**src/rtl/id_ex_stage_if.sv**
```systemverilog
// ID/EX stage bus: hazard controls, decoded ID fields, MEM/WB forward taps and EX-side outputs.
// Latency: none (wiring only).
// Backpressure: stall/flush from the hazard unit travel on this bus; there is no valid/ready pair.
interface id_ex_stage_if #(
    parameter int DATA_WIDTH     = 32,
    parameter int REG_ADDR_WIDTH = 5
);
    // hazard unit controls
    logic                      stall;
    logic                      flush;
    // decode slot
    logic                      id_valid;
    logic [DATA_WIDTH-1:0]     id_rd1;
    logic [DATA_WIDTH-1:0]     id_rd2;
    logic [DATA_WIDTH-1:0]     id_imm;
    logic [2:0]                id_alu_control;
    logic                      id_alu_src;
    logic [REG_ADDR_WIDTH-1:0] id_rs1;
    logic [REG_ADDR_WIDTH-1:0] id_rs2;
    logic [REG_ADDR_WIDTH-1:0] id_rd;
    logic                      id_reg_write;
    // forward taps from later stages
    logic                      mem_reg_write;
    logic [REG_ADDR_WIDTH-1:0] mem_rd;
    logic [DATA_WIDTH-1:0]     mem_result;
    logic                      wb_reg_write;
    logic [REG_ADDR_WIDTH-1:0] wb_rd;
    logic [DATA_WIDTH-1:0]     wb_result;
    // EX slot towards ALU and EX/MEM
    logic                      ex_valid;
    logic [DATA_WIDTH-1:0]     SRCA;
    logic [DATA_WIDTH-1:0]     SRCB;
    logic [2:0]                ALUcontrol;
    logic [DATA_WIDTH-1:0]     ex_store_data;
    logic [REG_ADDR_WIDTH-1:0] ex_rd;
    logic                      ex_reg_write;

    // decode / hazard / later-stage side
    modport master (
        output stall, flush, id_valid, id_rd1, id_rd2, id_imm, id_alu_control, id_alu_src,
               id_rs1, id_rs2, id_rd, id_reg_write,
               mem_reg_write, mem_rd, mem_result, wb_reg_write, wb_rd, wb_result,
        input  ex_valid, SRCA, SRCB, ALUcontrol, ex_store_data, ex_rd, ex_reg_write
    );

    // the pipeline register itself
    modport slave (
        input  stall, flush, id_valid, id_rd1, id_rd2, id_imm, id_alu_control, id_alu_src,
               id_rs1, id_rs2, id_rd, id_reg_write,
               mem_reg_write, mem_rd, mem_result, wb_reg_write, wb_rd, wb_result,
        output ex_valid, SRCA, SRCB, ALUcontrol, ex_store_data, ex_rd, ex_reg_write
    );
endinterface

```
**src/rtl/id_ex_stage.sv**
```systemverilog
// ID/EX pipeline register with MEM/WB operand forwarding (forwarding built only with ID_EX_FWD_EN).
// Latency: 1 cycle from ID inputs to EX outputs; forward muxes are combinational after the register.
// Backpressure: stall holds the slot (operands recapture forwards), flush loads a bubble and wins over stall.
module id_ex_stage #(
    parameter int DATA_WIDTH     = 32,
    parameter int REG_ADDR_WIDTH = 5
) (
    input  logic          clk,
    input  logic          rst_n,
    id_ex_stage_if.slave  bus
);
    localparam int DW = DATA_WIDTH;
    localparam int RW = REG_ADDR_WIDTH;

    logic          valid_q,     valid_d;
    logic [DW-1:0] rd1_q,       rd1_d;
    logic [DW-1:0] rd2_q,       rd2_d;
    logic [DW-1:0] imm_q,       imm_d;
    logic [2:0]    ctl_q,       ctl_d;
    logic          alu_src_q,   alu_src_d;
    logic [RW-1:0] rs1_q,       rs1_d;
    logic [RW-1:0] rs2_q,       rs2_d;
    logic [RW-1:0] rd_q,        rd_d;
    logic          reg_write_q, reg_write_d;

    logic [DW-1:0] fwd_rs1;
    logic [DW-1:0] fwd_rs2;

`ifdef ID_EX_FWD_EN
    // MEM is the younger producer, so it beats WB; x0 is hard-wired and never forwarded
    function automatic logic [DW-1:0] fwd_sel(
        input logic [RW-1:0] rs,
        input logic [DW-1:0] rf_dat,
        input logic          mem_we,
        input logic [RW-1:0] mem_dst,
        input logic [DW-1:0] mem_dat,
        input logic          wb_we,
        input logic [RW-1:0] wb_dst,
        input logic [DW-1:0] wb_dat
    );
        logic [DW-1:0] r;
        r = rf_dat;
        if (rs != '0) begin
            if (mem_we && (mem_dst == rs))
                r = mem_dat;
            else if (wb_we && (wb_dst == rs))
                r = wb_dat;
        end
        return r;
    endfunction

    // per-operand forward select on the registered source indices
    always_comb begin
        fwd_rs1 = fwd_sel(rs1_q, rd1_q, bus.mem_reg_write, bus.mem_rd, bus.mem_result,
                          bus.wb_reg_write, bus.wb_rd, bus.wb_result);
        fwd_rs2 = fwd_sel(rs2_q, rd2_q, bus.mem_reg_write, bus.mem_rd, bus.mem_result,
                          bus.wb_reg_write, bus.wb_rd, bus.wb_result);
    end
`else
    // without forwarding the operands are the register-file data captured at decode
    always_comb begin
        fwd_rs1 = rd1_q;
        fwd_rs2 = rd2_q;
    end

    logic unused_fwd;
    assign unused_fwd = ^{bus.mem_reg_write, bus.mem_rd, bus.mem_result,
                          bus.wb_reg_write, bus.wb_rd, bus.wb_result, rs1_q, rs2_q};
`endif

    // next-state: flush clears, stall holds (operands take their forwarded value), else load
    always_comb begin
        valid_d     = valid_q;
        rd1_d       = rd1_q;
        rd2_d       = rd2_q;
        imm_d       = imm_q;
        ctl_d       = ctl_q;
        alu_src_d   = alu_src_q;
        rs1_d       = rs1_q;
        rs2_d       = rs2_q;
        rd_d        = rd_q;
        reg_write_d = reg_write_q;
        if (bus.flush) begin
            valid_d     = 1'b0;
            rd1_d       = '0;
            rd2_d       = '0;
            imm_d       = '0;
            ctl_d       = '0;
            alu_src_d   = 1'b0;
            rs1_d       = '0;
            rs2_d       = '0;
            rd_d        = '0;
            reg_write_d = 1'b0;
        end else if (bus.stall) begin
            // a producer retiring from WB during the stall is folded into our copy;
            // with forwarding compiled out fwd_rs* equal rd*_q, so this is a plain hold
            rd1_d = fwd_rs1;
            rd2_d = fwd_rs2;
        end else begin
            valid_d     = bus.id_valid;
            rd1_d       = bus.id_rd1;
            rd2_d       = bus.id_rd2;
            imm_d       = bus.id_imm;
            ctl_d       = bus.id_alu_control;
            alu_src_d   = bus.id_alu_src;
            rs1_d       = bus.id_rs1;
            rs2_d       = bus.id_rs2;
            rd_d        = bus.id_rd;
            reg_write_d = bus.id_reg_write;
        end
    end

    // pipeline register, cleared asynchronously by reset
    always_ff @(posedge clk or negedge rst_n) begin
        if (!rst_n) begin
            valid_q     <= 1'b0;
            rd1_q       <= '0;
            rd2_q       <= '0;
            imm_q       <= '0;
            ctl_q       <= '0;
            alu_src_q   <= 1'b0;
            rs1_q       <= '0;
            rs2_q       <= '0;
            rd_q        <= '0;
            reg_write_q <= 1'b0;
        end else begin
            valid_q     <= valid_d;
            rd1_q       <= rd1_d;
            rd2_q       <= rd2_d;
            imm_q       <= imm_d;
            ctl_q       <= ctl_d;
            alu_src_q   <= alu_src_d;
            rs1_q       <= rs1_d;
            rs2_q       <= rs2_d;
            rd_q        <= rd_d;
            reg_write_q <= reg_write_d;
        end
    end

    // store data ignores alu_src; bubbles can never request a write-back
    assign bus.ex_valid      = valid_q;
    assign bus.SRCA          = fwd_rs1;
    assign bus.SRCB          = alu_src_q ? imm_q : fwd_rs2;
    assign bus.ALUcontrol    = ctl_q;
    assign bus.ex_store_data = fwd_rs2;
    assign bus.ex_rd         = rd_q;
    assign bus.ex_reg_write  = reg_write_q & valid_q;
endmodule
```
**src/flat_wrapper.sv**
```systemverilog
// flat-port wrapper written by rule: the top's interface ports become plain ports
module id_ex_stage_flat 
#(
    parameter int DATA_WIDTH     = 32,
    parameter int REG_ADDR_WIDTH = 5
)
  (clk, rst_n, bus_stall, bus_flush, bus_id_valid, bus_id_rd1, bus_id_rd2, bus_id_imm, bus_id_alu_control, bus_id_alu_src, bus_id_rs1, bus_id_rs2, bus_id_rd, bus_id_reg_write, bus_mem_reg_write, bus_mem_rd, bus_mem_result, bus_wb_reg_write, bus_wb_rd, bus_wb_result, bus_ex_valid, bus_SRCA, bus_SRCB, bus_ALUcontrol, bus_ex_store_data, bus_ex_rd, bus_ex_reg_write);
  id_ex_stage_if #(.DATA_WIDTH(DATA_WIDTH), .REG_ADDR_WIDTH(REG_ADDR_WIDTH)) bus_i ();
  input  logic clk;
  input  logic rst_n;
  input wire logic [$bits(bus_i.stall)-1:0] bus_stall;
  input wire logic [$bits(bus_i.flush)-1:0] bus_flush;
  input wire logic [$bits(bus_i.id_valid)-1:0] bus_id_valid;
  input wire logic [$bits(bus_i.id_rd1)-1:0] bus_id_rd1;
  input wire logic [$bits(bus_i.id_rd2)-1:0] bus_id_rd2;
  input wire logic [$bits(bus_i.id_imm)-1:0] bus_id_imm;
  input wire logic [$bits(bus_i.id_alu_control)-1:0] bus_id_alu_control;
  input wire logic [$bits(bus_i.id_alu_src)-1:0] bus_id_alu_src;
  input wire logic [$bits(bus_i.id_rs1)-1:0] bus_id_rs1;
  input wire logic [$bits(bus_i.id_rs2)-1:0] bus_id_rs2;
  input wire logic [$bits(bus_i.id_rd)-1:0] bus_id_rd;
  input wire logic [$bits(bus_i.id_reg_write)-1:0] bus_id_reg_write;
  input wire logic [$bits(bus_i.mem_reg_write)-1:0] bus_mem_reg_write;
  input wire logic [$bits(bus_i.mem_rd)-1:0] bus_mem_rd;
  input wire logic [$bits(bus_i.mem_result)-1:0] bus_mem_result;
  input wire logic [$bits(bus_i.wb_reg_write)-1:0] bus_wb_reg_write;
  input wire logic [$bits(bus_i.wb_rd)-1:0] bus_wb_rd;
  input wire logic [$bits(bus_i.wb_result)-1:0] bus_wb_result;
  output wire logic [$bits(bus_i.ex_valid)-1:0] bus_ex_valid;
  output wire logic [$bits(bus_i.SRCA)-1:0] bus_SRCA;
  output wire logic [$bits(bus_i.SRCB)-1:0] bus_SRCB;
  output wire logic [$bits(bus_i.ALUcontrol)-1:0] bus_ALUcontrol;
  output wire logic [$bits(bus_i.ex_store_data)-1:0] bus_ex_store_data;
  output wire logic [$bits(bus_i.ex_rd)-1:0] bus_ex_rd;
  output wire logic [$bits(bus_i.ex_reg_write)-1:0] bus_ex_reg_write;
  assign bus_i.stall = bus_stall;
  assign bus_i.flush = bus_flush;
  assign bus_i.id_valid = bus_id_valid;
  assign bus_i.id_rd1 = bus_id_rd1;
  assign bus_i.id_rd2 = bus_id_rd2;
  assign bus_i.id_imm = bus_id_imm;
  assign bus_i.id_alu_control = bus_id_alu_control;
  assign bus_i.id_alu_src = bus_id_alu_src;
  assign bus_i.id_rs1 = bus_id_rs1;
  assign bus_i.id_rs2 = bus_id_rs2;
  assign bus_i.id_rd = bus_id_rd;
  assign bus_i.id_reg_write = bus_id_reg_write;
  assign bus_i.mem_reg_write = bus_mem_reg_write;
  assign bus_i.mem_rd = bus_mem_rd;
  assign bus_i.mem_result = bus_mem_result;
  assign bus_i.wb_reg_write = bus_wb_reg_write;
  assign bus_i.wb_rd = bus_wb_rd;
  assign bus_i.wb_result = bus_wb_result;
  assign bus_ex_valid = bus_i.ex_valid;
  assign bus_SRCA = bus_i.SRCA;
  assign bus_SRCB = bus_i.SRCB;
  assign bus_ALUcontrol = bus_i.ALUcontrol;
  assign bus_ex_store_data = bus_i.ex_store_data;
  assign bus_ex_rd = bus_i.ex_rd;
  assign bus_ex_reg_write = bus_i.ex_reg_write;
  id_ex_stage #(.DATA_WIDTH(DATA_WIDTH), .REG_ADDR_WIDTH(REG_ADDR_WIDTH)) u_core (.clk(clk), .rst_n(rst_n), .bus(bus_i));
endmodule
```
**config.mk**
```make
export PLATFORM = sky130hd
export DESIGN_NAME = id_ex_stage_flat
export DESIGN_NICKNAME = d
export VERILOG_FILES = /design/src/rtl/id_ex_stage_if.sv /design/src/rtl/id_ex_stage.sv /design/src/flat_wrapper.sv
export SDC_FILE = /design/constraint.sdc
export NUM_CORES = 1
export LEC_CHECK = 0
export BUFFER_PORTS_ARGS = -buffer_cell sky130_fd_sc_hd__buf_4
export CAP_MARGIN = 25
export CORE_AREA = 4 4 116 118
export CTS_BUF_LIST = sky130_fd_sc_hd__clkbuf_8 sky130_fd_sc_hd__clkbuf_16
export CTS_CLUSTER_DIAMETER = 150
export DETAILED_ROUTE_END_ITERATION = 12
export DIE_AREA = 0 0 120 122
export PLACE_DENSITY = 0.73
export RECOVER_POWER = 25
export SLEW_MARGIN = 30
export SYNTH_ARGS = -nofsm -noshare
export SYNTH_HDL_FRONTEND = slang
export SYNTH_SLANG_ARGS = --single-unit
```
**constraint.sdc**
```tcl
create_clock -name clk -period 2.6 [get_ports clk]
set_clock_uncertainty 0.2 [all_clocks]
set_input_delay 0.52 -clock clk [delete_from_list [all_inputs] [get_ports clk]]
set_output_delay 0.52 -clock clk [all_outputs]
set_load 0.005 [all_outputs]
```
Word level (Yosys, flattened, before mapping)
Cells that the tools add are included.
Widths: inputs -> output; s select.
- bits in registers: 107
- input bits: 197
- output and inout port bits: 106
- word-level logic and storage cells: 27
- eq/ne operators: 1
- muxes and demuxes: 17
- bitwise logic cells: 1
- operators with widths (operator ; count):
    $mux 32 ; 7
    $mux 5 ; 2
    $mux 1 ; 6
    $mux 3 ; 2
    $ne 2x1->1 const B ; 1
    $and 1x1->1 ; 1

Longest topological paths before layout
- depth after elaboration: 2
- depth in mapped cells: 5
- gate-level depth less buffers: 2

Worst setup path before layout
Ideal clock, no wire load.
- path type: register to output
- start: register u_core.alu_src_q
- end: output port bus_SRCB[10]
- data arrival time: 0.996 ns
- required time: 1.880 ns
- setup slack: 0.884 ns
- cell stages (with the launch flop): 4
- path buffers: 2
- cells stage by stage: dfrtp_1 -> buf_2 -> buf_2 -> mux2_2
- word-level cells in the longest chain between the ends: 1
- ends and longest elaborated chain (element ; RTL line ; text):
    start, declared ; id_ex_stage.sv:20 ; logic alu_src_q, alu_src_d;
    start signal, assigned ; id_ex_stage.sv:132 ; alu_src_q <= alu_src_d;
    $mux 32 ; id_ex_stage.sv:143 ; assign bus.SRCB = alu_src_q ? imm_q : fwd_rs2;
    end, declared ; flat_wrapper.sv:31 ; output wire logic [$bits(bus_i.SRCB)-1:0] bus_SRCB;
Every way passes these cells.

Worst setup path in the final report
- start: register u_core.alu_src_q
- end: output port bus_SRCB[29]
Same word-level chain as after synthesis.

==> metrics.md <==
| Metric | Value |
|---|---|
| Pin count of the biggest net entering global routing | `108` |
| Cell breakdown of the critical path | `buf_12 -> mux2_2 -> buf_4` |
| Maximum capacitance violations | `0` |
| Crit path buffers/inverters | `2` |
| Outcome | `finished clean` |
| Reg clk slew, reported paths | `about 0.07 ns` |
| Slew @ Worst Pin | `between 1 and 1.5 ns` |
| Total Wirelength | `12.0 mm` |
| Pwr Total | `roughly 3.7 mW` |
| Distinct cells, synth | `11` |
| Core Util, Final | `0.541` |
| Final #Nets | `786` |
| Gate Count Post-Synth | `382` |
| CTS Root Cell | `clkbuf_16` |
| Hold path endpoint | `u_core.bus.ALUcontrol[2]` |
| GP Congestion | `about 0.73` |
| Die area | `around 0.015 sq mm` |
| Final instance area | `just under 0.007 sq mm` |
| Grt total ovfl | `0` |
| CTS tree | `done` |
| Total clock sinks | `roughly 110` |
| Die Height | `122 um` |
| #FFs+latches synth | `about 110` |
| Ratio of cells with drive above 1 in the final layout | `0.453` |
| Via-to-Cell Ratio | `around 4.7` |
| YS warnings | `0` |
| Reg-to-Reg Start | `u_core.alu_src_q` |
| Port bufs | `approximately 220` |
| Synth top area share | `0.569` |
| Crit path capture type | `output pin` |
| CP delay by family, top | `multiplexers` |
| Area grow syn2layout | `43.4%` |
| Syn Std Cell Area | `0.00470 sq mm` |
| Max Clock Freq | `456 MHz` |
| Fraction of registers with async set/reset | `1.00` |
| Drc violations | `0` |
| Pwr dens | `between 500 and 600 mW/mm^2` |
| Hold path depth | `3` |
| First-pass GRT wire length | `~19 mm` |
| Peak VDD IR | `~0.25 mV` |
| Setup-failing EPs final | `0` |
| Setup bufs post-CTS | `0` |
| Leak | `around 3.7 nW` |
| Hold crit path type | `in2reg` |
| Clock latency on the worst-skew pair | `approximately 0.33 ns` |
| Final period util | `0.844` |
| Yosys top cell by area | `dfrtp_1` |
| Reg2reg end | `u_core.alu_src_q` |
| DP HPWL | `8.54 mm` |
| Post-synthesis sequential area ratio | `0.569` |
| Post-DR wirelength/cell | `roughly 16 um` |
| Initial antenna violation count | `0` |
| Worst Setup Start Kind | `flip-flop` |
| Vias in the first global route | `around 3800` |
| Path type of the worst setup path | `reg2out` |
| R2R setup slack | `1.47 ns` |
| Fin Setup TNS | `0 ns` |
| Rows | `41` |
| Critical path peak fanout | `33` |
| Worst Reg-to-Reg Cells | `3` |
| CP max stage delay | `between 0.3 and 0.4 ns` |
| Total track usage | `0.161` |
| DR pass1 iterations | `6` |
| Via count | `approximately 3600` |
| CP required | `approximately 1.9 ns` |
| Number of enable flip-flop cells after synthesis | `0` |
| Synth cell count leaders | `dfrtp_1 (107), mux2i_1 (107), nor2_1 (107)` |
| DP Area | `approximately 0.0065 sq mm` |
| Synth Net Count | `about 580` |
| Routed Antenna Nets | `0` |
| Min-delay src | `bus_id_alu_control[2]` |
| Final Max Slew Viols | `0` |
| Slew Limit Headroom | `0.263` |
| Die width | `120 um` |
| Final Hold Vio Count | `0` |
| Initial Utilization | `0.377` |
| Top_reg_cell synth | `dfrtp_1` |
| RSZ-0062 raised after global routing | `false` |
| Arrival time at the worst endpoint | `around 1.5 ns` |
| 1st-iter DRT viols | `roughly 180` |
| H-Tree Depth | `3` |
| Average size of a mapped cell | `about 12 sq um` |
| Fillers | `1116` |
| Deepest clock path buffer count | `2` |
| Num CTS Buffers | `9` |
| Io pins | `approximately 300` |
| Synth area leaders | `dfrtp_1 (57%), mux2i_1 (23%), nor2_1 (8.5%)` |
| Tmin final | `between 2 and 2.5 ns` |
| Core Region | `~0.012 sq mm` |
| CP max-delay cell | `mux2_2` |
| Antenna Cells | `0` |
[report_power, final]
| group | switching, mW | internal, mW |
|---|---|---|
| Combinational | 0.260 | 0.368 |
| Sequential | 0.0582 | 1.76 |
| Clock | 0.574 | 0.687 |
[stage by stage]
step	std cells	hold slack [ns]	worst slack [ns]
6_report	764	0.219	0.405
2_1_floorplan	382	0.0244	0.884
3_5_place_dp	749	0.302	0.704
3_3_place_gp	749	0.292	0.731
4_1_cts	764	0.207	0.390
5_1_grt	764	0.210	0.358
[layout by cell type, fill, tap and decap left out, drive strengths merged, types with 13 or more instances in the layout]
cell | netlist | final
dfrtp | 107 | 107
mux2 | 32 | 32
nor2 | 107 | 107
mux2i | 107 | 107
clkbuf | 7 | 13
buf | 21 | 221
[what timing repair did]
item / CTS / global route
hold buffers: 1 / 0
endpoints found under the hold margin: 32 / 0
gates resized for setup: 0 / 0
[final cells by class]
cell class                 count  area [sq um]  share of cell area
tap                          172           215              0.0319
multi-input combinational    247          1840               0.273
sequential                   107          2680               0.397
clock inverter                 3          16.3             0.00241
timing repair buffer         224          1740               0.258
clock buffer                  11           253              0.0375
[how the worst max path moves through the flow]
stage,from,end,cells after the start
final,u_core.alu_src_q,bus_SRCB[29],3
after global routing,u_core.alu_src_q,bus_SRCB[26],3
after CTS,u_core.alu_src_q,bus_SRCB[29],3
after detailed placement,bus_stall,u_core.bus.ex_rd[3],4
after global placement,bus_stall,u_core.bus.SRCA[1],4
after floorplan,u_core.alu_src_q,bus_SRCB[10],3
[worst register-to-register path, cell delays in order (launching register included)]
cell and delay [ns]:
dfrtp_1 0.40, buf_12 0.19, mux2i_1 0.16, nor2_1 0.06
[per-layer routing]
layer,part of all wire,wire length [um],global-route usage,up-vias
met1,0.41,4940,0.198,1717
met2,0.49,5870,0.267,129
met4,0.020,234,0.0630,0
met3,0.078,935,0.0492,20
li1,-,-,-,1695
met5,0,0,0,-
[sequential cells by signal, indices dropped and copies added, names as in the netlist]
signal	flops
u_core.alu_src_q	1
u_core.bus.ex_valid	1
u_core.imm_q	32
u_core.bus.SRCA	32
u_core.reg_write_q	1
u_core.bus.ex_store_data	32
u_core.bus.ALUcontrol	3
u_core.bus.ex_rd	5
[logic make-up after synthesis]
group,synth area share
multiplexers,0.304
buffers and inverters,0.0396
AND/OR/NAND/NOR,0.0867
flip-flops,0.569
Power figures use the tool's default switching activity.
